[src/rtl/alu_seq_pkg.sv]
`default_nettype none
// ============================================================================
//  Module   : alu_seq_pkg
//  Purpose  : Shared constants for the ALU sequencer: opcode values,
//             sequencer state encoding and instruction field positions.
//  Ports    : none (package)
//  Revision : 1.0  initial release
// ============================================================================
package alu_seq_pkg;

    // Instruction word layout: [15:12] opcode, [11:8] rd, [7:4] rs1, [3:0] rs2
    localparam int INSTR_W = 16;
    localparam int OP_MSB  = 15;
    localparam int OP_LSB  = 12;
    localparam int RD_MSB  = 11;
    localparam int RD_LSB  = 8;
    localparam int RS1_MSB = 7;
    localparam int RS1_LSB = 4;
    localparam int RS2_MSB = 3;
    localparam int RS2_LSB = 0;

    // Opcodes; 4'hD..4'hF are reserved
    localparam logic [3:0] OP_NOP = 4'h0;
    localparam logic [3:0] OP_ADD = 4'h1;
    localparam logic [3:0] OP_SUB = 4'h2;
    localparam logic [3:0] OP_INC = 4'h3;
    localparam logic [3:0] OP_DEC = 4'h4;
    localparam logic [3:0] OP_MUL = 4'h5;
    localparam logic [3:0] OP_SHR = 4'h6;
    localparam logic [3:0] OP_SHL = 4'h7;
    localparam logic [3:0] OP_AND = 4'h8;
    localparam logic [3:0] OP_OR  = 4'h9;
    localparam logic [3:0] OP_XOR = 4'hA;
    localparam logic [3:0] OP_NOT = 4'hB;
    localparam logic [3:0] OP_MOV = 4'hC;

    // Sequencer states
    localparam int         ST_W    = 2;
    localparam logic [1:0] ST_IDLE = 2'd0;
    localparam logic [1:0] ST_EXEC = 2'd1;
    localparam logic [1:0] ST_WB   = 2'd2;

endpackage
`default_nettype wire

[src/rtl/alu_seq_regfile.sv]
`default_nettype none
// ============================================================================
//  Module   : alu_seq_regfile
//  Purpose  : Register file for the ALU sequencer. Two combinational source
//             read ports, one combinational debug read port and one write
//             port muxed between sequencer writeback (priority) and an
//             external load. Synchronous active-low clear of all entries.
//  Ports    : clk, rst_n            clock / sync active-low clear
//             ra1/rd1, ra2/rd2      source read ports
//             dbg_addr/dbg_data     debug read port
//             wb_we/wb_addr/wb_data writeback write request
//             ext_we/ext_addr/ext_data external load request
//  Config   : ALU_SEQ_R0_ZERO_EN - register 0 hard-wired to zero
//  Revision : 1.0  initial release
// ============================================================================
module alu_seq_regfile #(
    parameter int DATA_W = 16,
    parameter int REG_AW = 4
) (
    input  logic              clk,
    input  logic              rst_n,
    input  logic [REG_AW-1:0] ra1,
    output logic [DATA_W-1:0] rd1,
    input  logic [REG_AW-1:0] ra2,
    output logic [DATA_W-1:0] rd2,
    input  logic [REG_AW-1:0] dbg_addr,
    output logic [DATA_W-1:0] dbg_data,
    input  logic              wb_we,
    input  logic [REG_AW-1:0] wb_addr,
    input  logic [DATA_W-1:0] wb_data,
    input  logic              ext_we,
    input  logic [REG_AW-1:0] ext_addr,
    input  logic [DATA_W-1:0] ext_data
);

    localparam int NREGS = 1 << REG_AW;

    logic [DATA_W-1:0] r_regs [NREGS];

    logic              w_we;
    logic [REG_AW-1:0] w_waddr;
    logic [DATA_W-1:0] w_wdata;

    // Writeback wins; the sequencer already masks ext_we outside IDLE.
    always_comb begin
        w_we    = wb_we | ext_we;
        w_waddr = wb_we ? wb_addr : ext_addr;
        w_wdata = wb_we ? wb_data : ext_data;
`ifdef ALU_SEQ_R0_ZERO_EN
        if (w_waddr == '0) begin
            w_we = 1'b0;
        end
`endif
    end

    always_ff @(posedge clk) begin
        if (!rst_n) begin
            for (int i = 0; i < NREGS; i++) begin
                r_regs[i] <= '0;
            end
        end else if (w_we) begin
            r_regs[w_waddr] <= w_wdata;
        end
    end

`ifdef ALU_SEQ_R0_ZERO_EN
    assign rd1      = (ra1 == '0)      ? '0 : r_regs[ra1];
    assign rd2      = (ra2 == '0)      ? '0 : r_regs[ra2];
    assign dbg_data = (dbg_addr == '0) ? '0 : r_regs[dbg_addr];
`else
    assign rd1      = r_regs[ra1];
    assign rd2      = r_regs[ra2];
    assign dbg_data = r_regs[dbg_addr];
`endif

endmodule
`default_nettype wire

[src/rtl/alu_sequencer.sv]
`default_nettype none
// ============================================================================
//  Module   : alu_sequencer
//  Purpose  : Control stage ahead of the 16-bit logic unit. Accepts one
//             instruction per valid/ready handshake, presents the source
//             registers on bus1/bus2, fires one one-hot op strobe, then
//             pushes and writes the returned bus3 result to rd.
//             States: IDLE -> EXEC -> (WB ->) IDLE.
//  Ports    : clk, rst_n                 clock / sync active-low reset
//             instr_valid/instr_ready/instr  instruction handshake
//             bus1, bus2 (out), bus3 (in)    logic unit data buses
//             pass..bnegate                  one-hot op strobes
//             ext_we/ext_addr/ext_data       external register load
//             dbg_addr/dbg_data              debug register read
//             done, illegal                  one-cycle status pulses
//  Config   : ALU_SEQ_R0_ZERO_EN - register 0 reads as zero, writes dropped
//  Revision : 1.0  initial release
// ============================================================================
module alu_sequencer
    import alu_seq_pkg::*;
#(
    parameter int DATA_W = 16,
    parameter int REG_AW = 4
) (
    input  logic              clk,
    input  logic              rst_n,
    input  logic              instr_valid,
    output logic              instr_ready,
    input  logic [15:0]       instr,
    output logic [DATA_W-1:0] bus1,
    output logic [DATA_W-1:0] bus2,
    input  logic [DATA_W-1:0] bus3,
    output logic              pass,
    output logic              push,
    output logic              add,
    output logic              sub,
    output logic              inc,
    output logic              dec,
    output logic              mul,
    output logic              shr,
    output logic              shl,
    output logic              band,
    output logic              bor,
    output logic              bxor,
    output logic              bnegate,
    input  logic              ext_we,
    input  logic [REG_AW-1:0] ext_addr,
    input  logic [DATA_W-1:0] ext_data,
    input  logic [REG_AW-1:0] dbg_addr,
    output logic [DATA_W-1:0] dbg_data,
    output logic              done,
    output logic              illegal
);

    logic [ST_W-1:0]    r_state;
    logic [ST_W-1:0]    w_state_nxt;
    logic [INSTR_W-1:0] r_instr;
    logic               r_done;
    logic               r_illegal;
    logic               w_done_nxt;
    logic               w_illegal_nxt;
    logic               w_bus_en;
    logic               w_wb_we;
    logic               w_ext_we;

    logic [3:0]         w_op;
    logic [REG_AW-1:0]  w_rd;
    logic [REG_AW-1:0]  w_rs1;
    logic [REG_AW-1:0]  w_rs2;
    logic [DATA_W-1:0]  w_rd1;
    logic [DATA_W-1:0]  w_rd2;

    assign w_op  = r_instr[OP_MSB:OP_LSB];
    assign w_rd  = REG_AW'(r_instr[RD_MSB:RD_LSB]);
    assign w_rs1 = REG_AW'(r_instr[RS1_MSB:RS1_LSB]);
    assign w_rs2 = REG_AW'(r_instr[RS2_MSB:RS2_LSB]);

    // External loads only land in IDLE on an edge that is not accepting
    // an instruction, so they can never race a writeback.
    assign w_ext_we = ext_we && (r_state == ST_IDLE) && !instr_valid;

    always_ff @(posedge clk) begin
        if (!rst_n) begin
            r_state   <= ST_IDLE;
            r_instr   <= '0;
            r_done    <= 1'b0;
            r_illegal <= 1'b0;
        end else begin
            r_state   <= w_state_nxt;
            r_done    <= w_done_nxt;
            r_illegal <= w_illegal_nxt;
            if (r_state == ST_IDLE && instr_valid) begin
                r_instr <= instr;
            end
        end
    end

    always_comb begin
        w_state_nxt   = r_state;
        w_done_nxt    = 1'b0;
        w_illegal_nxt = 1'b0;
        w_bus_en      = 1'b0;
        w_wb_we       = 1'b0;
        instr_ready   = 1'b0;
        pass          = 1'b0;
        push          = 1'b0;
        add           = 1'b0;
        sub           = 1'b0;
        inc           = 1'b0;
        dec           = 1'b0;
        mul           = 1'b0;
        shr           = 1'b0;
        shl           = 1'b0;
        band          = 1'b0;
        bor           = 1'b0;
        bxor          = 1'b0;
        bnegate       = 1'b0;
        case (r_state)
            ST_IDLE: begin
                instr_ready = 1'b1;
                if (instr_valid) begin
                    w_state_nxt = ST_EXEC;
                end
            end
            ST_EXEC: begin
                w_bus_en    = 1'b1;
                w_state_nxt = ST_IDLE;
                case (w_op)
                    OP_ADD: begin add     = 1'b1; w_state_nxt = ST_WB; end
                    OP_SUB: begin sub     = 1'b1; w_state_nxt = ST_WB; end
                    OP_INC: begin inc     = 1'b1; w_state_nxt = ST_WB; end
                    OP_DEC: begin dec     = 1'b1; w_state_nxt = ST_WB; end
                    OP_MUL: begin mul     = 1'b1; w_state_nxt = ST_WB; end
                    OP_SHR: begin shr     = 1'b1; w_state_nxt = ST_WB; end
                    OP_SHL: begin shl     = 1'b1; w_state_nxt = ST_WB; end
                    OP_AND: begin band    = 1'b1; w_state_nxt = ST_WB; end
                    OP_OR:  begin bor     = 1'b1; w_state_nxt = ST_WB; end
                    OP_XOR: begin bxor    = 1'b1; w_state_nxt = ST_WB; end
                    OP_NOT: begin bnegate = 1'b1; w_state_nxt = ST_WB; end
                    OP_MOV: begin
                        // pass is combinational through the logic unit,
                        // so the result is taken at the end of EXEC.
                        pass       = 1'b1;
                        w_wb_we    = 1'b1;
                        w_done_nxt = 1'b1;
                    end
                    OP_NOP: begin
                        w_done_nxt = 1'b1;
                    end
                    default: begin
                        w_illegal_nxt = 1'b1;
                    end
                endcase
            end
            ST_WB: begin
                push        = 1'b1;
                w_wb_we     = 1'b1;
                w_done_nxt  = 1'b1;
                w_state_nxt = ST_IDLE;
            end
            default: begin
                w_state_nxt = ST_IDLE;
            end
        endcase
    end

    assign bus1    = w_bus_en ? w_rd1 : '0;
    assign bus2    = w_bus_en ? w_rd2 : '0;
    assign done    = r_done;
    assign illegal = r_illegal;

    alu_seq_regfile #(
        .DATA_W (DATA_W),
        .REG_AW (REG_AW)
    ) u_regfile (
        .clk      (clk),
        .rst_n    (rst_n),
        .ra1      (w_rs1),
        .rd1      (w_rd1),
        .ra2      (w_rs2),
        .rd2      (w_rd2),
        .dbg_addr (dbg_addr),
        .dbg_data (dbg_data),
        .wb_we    (w_wb_we),
        .wb_addr  (w_rd),
        .wb_data  (bus3),
        .ext_we   (w_ext_we),
        .ext_addr (ext_addr),
        .ext_data (ext_data)
    );

endmodule
`default_nettype wire

[config.mk]
export PLATFORM = sky130hd
export DESIGN_NAME = alu_sequencer
export DESIGN_NICKNAME = d
export VERILOG_FILES = /design/src/rtl/alu_seq_pkg.sv /design/src/rtl/alu_seq_regfile.sv /design/src/rtl/alu_sequencer.sv
export SDC_FILE = /design/constraint.sdc
export NUM_CORES = 1
export LEC_CHECK = 0
export BUFFER_PORTS_ARGS = -buffer_cell sky130_fd_sc_hd__buf_2
export CAP_MARGIN = 15
export CORE_MARGIN = 4
export CORE_UTILIZATION = 30
export DETAILED_ROUTE_END_ITERATION = 6
export SYNTH_ARGS = -nofsm -noshare
export SYNTH_HDL_FRONTEND = slang
export SYNTH_HIERARCHICAL = 1
export SYNTH_SLANG_ARGS = --single-unit
[constraint.sdc]
create_clock -name clk -period 3.78 [get_ports clk]
set_input_delay 0.756 -clock clk [delete_from_list [all_inputs] [get_ports clk]]
set_output_delay 0.756 -clock clk [all_outputs]
set_load 0.05 [all_outputs]
# ---- After elaboration in Yosys (flattened, before gate mapping)
# Memories as Yosys holds them, arrays and structs flattened. A register that Yosys moved wholly into a read port is not among the register bits.
# Index checks and enable logic that the tools add are counted.
dict set report totals {
  register_bits 20
  ramBits 256
  inputBits 60
  output_inout_bits 64
  elab_cells 81
  n_memories 1
}
# name words word_bits read_ports rd_ports_with_merged_regs wr line
set memory_table {}
lappend memory_table {u_regfile.r_regs 16 16 3 2 16 alu_seq_regfile.sv:38} ;# logic [DATA_W-1:0] r_regs [NREGS];
dict set report op_classes {
  n_eq_ne 15
  n_mux 49
  bitwise 1
  reduce_logical 11
}
# operator n
set ops {}
lappend ops {{$mux 16} 4}
lappend ops {{$mux 1} 34}
lappend ops {{$mux 4} 6}
lappend ops {{$eq 4x4->1 const B} 5}
lappend ops {{$eq 4x3->1 const B} 4}
lappend ops {{$reduce_or 16->1} 1}
lappend ops {{$reduce_or 13->1} 1}
lappend ops {{$reduce_or 11->1} 1}
lappend ops {{$eq 4x2->1 const B} 2}
lappend ops {{$eq 4x1->1 const B} 1}
lappend ops {{$logic_not 4->1} 1}
lappend ops {{$mux 2} 2}
lappend ops {{$pmux 1 s2} 2}
lappend ops {{$pmux 2 s2} 1}
lappend ops {{$logic_and 1x1->1} 3}
lappend ops {{$eq 2x1->1 const B} 1}
lappend ops {{$eq 2x2->1 const B} 1}
lappend ops {{$logic_not 2->1} 1}
lappend ops {{$ne 2x2->1 const B} 1}
lappend ops {{$reduce_and 2->1} 1}
lappend ops {{$reduce_or 2->1} 1}
lappend ops {{$logic_not 1->1} 1}
lappend ops {{$or 1x1->1} 1}

# ---- Logic depth before layout (Yosys ltp)
dict set report depth {
  ltp_word 9
  mapped_depth 10
  ltp_nobuf 7
}

# ---- By module
# The synthesis kept the hierarchy.
# mod instances cells_per_inst area_per_inst_um2 seq_area_each_um2
set modules_own_cells {}
lappend modules_own_cells {alu_seq_regfile 1 1059 15469.8 7687.4}
lappend modules_own_cells {alu_sequencer 1 152 1161.1 400.4}

# ---- Least setup slack after synthesis
# Ideal clock, no wire load.
dict set report synth_timing {
  path_kind {flip-flop to flip-flop}
  startpoint {register r_instr[15]}
  endpoint {memory u_regfile.r_regs[0][0] (enable)}
  setup_time_ns 0.411
  arrival_ns 3.297
  required_time_ns 3.369
  path_slack_ns 0.072
  stages_incl_launch_ff 8
  n_path_buf 1
  synth_period_minus_slack_ns 3.708
  path_cell_list {dfxtp_1 -> nand2_2 -> nor4b_4 -> o21a_1 -> buf_2 -> nor3b_1 -> o221ai_2 -> o21ai_0}
}
# item line
set synth_lines {}
lappend synth_lines {{from (decl)} alu_sequencer.sv:57} ;# logic [INSTR_W-1:0] r_instr;
lappend synth_lines {{from (signal assigned)} alu_sequencer.sv:93} ;# r_instr <= instr;
lappend synth_lines {{to (decl)} alu_seq_regfile.sv:38}

==> qor.txt <==
Status: finished, violations left
Violated checks: DRC
Final WL: 56700 µm
Final total negative setup slack: 0 ps
Area fraction of the dominant cell type after synthesis: 46.2%
Worst clock skew: 24.9 ps
Max H-tree Level: 1
Layout net count: 1388
Hold violation count in the final report: 0
Pwr per Cell Area: 411 nW/µm²
Core Region: 55000 µm²
Gates resized, CTS repair: 0
Starting density of the core: 30.2%
Most area-consuming cells after synthesis: sky130_fd_sc_hd__edfxtp_1 (46%), sky130_fd_sc_hd__mux4_2 (21%), sky130_fd_sc_hd__nor2_1 (6.1%)
Flop2flop setup slack: 610 ps
Worst Setup Start Kind: register
Maximum number of pins on one net before global-route repair: 66
Net count after synthesis: 1274
Row count: 86
RSZ-0062 raised after global routing: no
Type of destination of the critical path: output port
Average cell area after synthesis: 13.7 µm²
Number of remaining DRC errors: 2
Top cell family by delay on the critical path: buffers and inverters
Share of the yosys chip area belonging to registers: 48.6%
IO Port Bufs: 123
Hold Path Stages: 3
Total gr overflow: 0
Hold buffer count at CTS: 0
Pre-Repair DR Iteration Count: 7
Post-detailed-placement half-perimeter wirelength: 38900 µm
Count of vias placed by the detailed router: 12.1k
Area leader, netlist: sky130_fd_sc_hd__edfxtp_1
R2R Path Start: r_instr[14]$_SDFFE_PN0P_
Layout overhead on the synthesized area: 16.4%
Count of cell types in the netlist: 46
Count of cells along the worst register-to-register path: 7
Setup repair bufs after CTS: 0
Transition at the pin with the smallest max-transition slack: 1110 ps
Most used flip-flop cell after synthesis: sky130_fd_sc_hd__edfxtp_1
IR drop worst, VDD: 0.282 mV
Number of sinks handled by clock tree synthesis: 276
Horizontal die dimension: 243 µm
Total die area: 59300 µm²
Total track usage: 18.7%
First-pass GRT wire length: 82400 µm
Capture point of the worst reg-to-reg path: u_regfile/r_regs[14][0]$_SDFFCE_PN0P_
Final weighted congestion in routability-driven placement: 0.891
Post-detailed-route via-to-cell ratio: 5.78
List of cells traversed by the critical path: buf_4, buf_4, mux4_1, a22oi_1, nand2_1, and2_1, buf_2
DRC violation total after the first TritonRoute iteration: 1588
# Max-Cap Violations: 0
P_leak: 6.74 nW
I/O pin cnt: 124
Worst path most repeated cell: sky130_fd_sc_hd__buf_4
Antenna violations before repair: 2
Bufs and invs on worst path: 3
Number of standard cells after synthesis: 1211
Standard cell with the maximum stage delay on the critical path: sky130_fd_sc_hd__dfxtp_2
Number of enable flip-flop cells after synthesis: 256
CTS Buf Count: 30
Crit path max fanout: 18
Shortest period the worst path allows: 3720 ps
Clk slew on worst S/H paths: 60 ps
Hold path startpoint: instr[4]
Final ANT Viol Nets: 0
Clock tree from TritonCTS: built
Number of diodes added for antenna fixing: 0
FFs w/ async S/R, synth: 0%
Clock latency of the later-clocked register in the worst-skew pair: 600 ps
Highest clock rate: 0.269 GHz
Die Y: 243 µm
Flip-flop and latch count after synthesis: 276
Setup CP Type: register to output port
Number of warnings issued by yosys: 6
Relative slew margins: 25.9%
WHS: 423 ps
Post-synth design cell area: 16600 µm²
Number of max-slew violations in the final report: 0
Final setup violation count: 0
Root Buffer Master: sky130_fd_sc_hd__clkbuf_16
Clock buffer depth: 3
Per-cell routed wire length: 27.1 µm
Capture endpoint of the worst hold path: r_instr[4]$_SDFFE_PN0P_
Critical Path AT: 2970 ps
Share of final-layout standard cells stronger than drive strength 1: 32.8%
Crit path largest cell delay: 700 ps
Share of the clock period used by the worst path: 98.5%
Final-layout fill cell count: 5345
Path type of the worst min-delay path: input port to register
Required @ worst endpoint: 3020 ps
Via count of the first global-routing pass: 12.3k
[per-layer routing]
| metal | GRT usage (%) | wire, µm | vias up |
|---|---|---|---|
| met3 | 5.56 | 7360 | 116 |
| met4 | 6.13 | 2130 | 2 |
| met5 | 0 | 7 | - |
| met2 | 29.6 | 26000 | 804 |
| met1 | 24.8 | 21300 | 6173 |
| li1 | - | - | 5026 |
[worst reg2reg max path, delay by kind of cell (launching register included)]
| kind | cells | cell delay, ps |
|---|---|---|
| AO/OA/AOI/OAI | 2 | 1140 |
| buffers and inverters | 1 | 450 |
| flip-flops | 1 | 450 |
| AND/OR/NAND/NOR | 4 | 850 |
[stage by stage]
stage	cells	worst slack, ps	instance area [µm²]	util [%]	total power, W
after CTS	2097	67.4	19400	35.2	0.00797
after global routing	2097	18.0	19400	35.2	0.00819
after detailed placement	2041	558	18400	33.4	0.00499
final	2097	57.9	19400	35.2	0.00796
after floorplan	1211	71.6	16600	-	0.00451
after global placement	2041	553	18400	33.4	0.00497
[power by group]
part	leakage [nW]	internal (W)	switching, W
clock network	0.492	0.00175	0.00126
registers	2.81	0.00345	0.000103
logic	3.44	0.000530	0.000860
total	6.74	0.00573	0.00223
[Yosys cell counts, drive strengths merged, types with 16 or more instances]
library cell  instances
a21boi               16
nand2                89
nor2b                20
a22oi                96
and2                 38
a32oi                24
edfxtp              256
mux4                192
clkbuf               29
buf                  82
o21ai                16
dfxtp                20
nor2                271
[registers in the layout, indices dropped and copies added, names as in the netlist]
register          count
done                  1
illegal               1
r_instr              16
r_state               2
u_regfile/r_regs    256
[worst max-delay path by stage]
stage                              from                                    to  cells after the start
5_1_grt         r_instr[5]$_SDFFE_PN0P_                              bus1[10]                      7
4_1_cts         r_instr[5]$_SDFFE_PN0P_                              bus1[10]                      7
2_1_floorplan  r_instr[15]$_SDFFE_PN0P_  u_regfile/r_regs[0][0]$_SDFFCE_PN0P_                      7
3_3_place_gp                dbg_addr[0]                           dbg_data[0]                      6
6_report        r_instr[5]$_SDFFE_PN0P_                              bus1[10]                      7
3_5_place_dp                dbg_addr[0]                           dbg_data[8]                      6
[logic make-up after synthesis]
| kind of cell | Yosys count | synth area share, % |
|---|---|---|
| buffers and inverters | 125 | 4.56 |
| AO/OA/AOI/OAI | 174 | 8.27 |
| XOR/XNOR | 1 | 0.0527 |
| multiplexers | 192 | 26.8 |
| AND/OR/NAND/NOR | 440 | 11.5 |
| flip-flops | 276 | 48.6 |
| adder cells (fa/ha/maj) | 3 | 0.226 |
[cell type report]
type                            instances  area, µm²  share of cell area [%]
Clock inverter                         15        165                   0.853
Timing Repair Buffer                  199       1350                    6.98
Clock buffer                           41        833                    4.31
Tap cell                              748        936                    4.84
Multi-Input combinational cell        810       7940                    41.0
Sequential cell                       276       8100                    41.8
Inverter                                8       30.0                   0.155
[placed cells by master, fill, tap and decap left out, drive strengths merged, types with 2 or more instances in the layout]
cell and count:
a32oi 24, nor3b 4, edfxtp 256, bufinv 3, buf 199, nand2 89, dfxtp 20, nand3b 2
o21ai 16, nor2 271, inv 9, o221ai 8, and2 38, clkinv 11, nor3 4, nor2b 20
nand2b 2, mux4 192, o32a 8, a21boi 16, a22oi 96, nand3 2, ha 3, clkbuf 41
and3b 4
No activity file was read; power rests on OpenSTA's default activity.
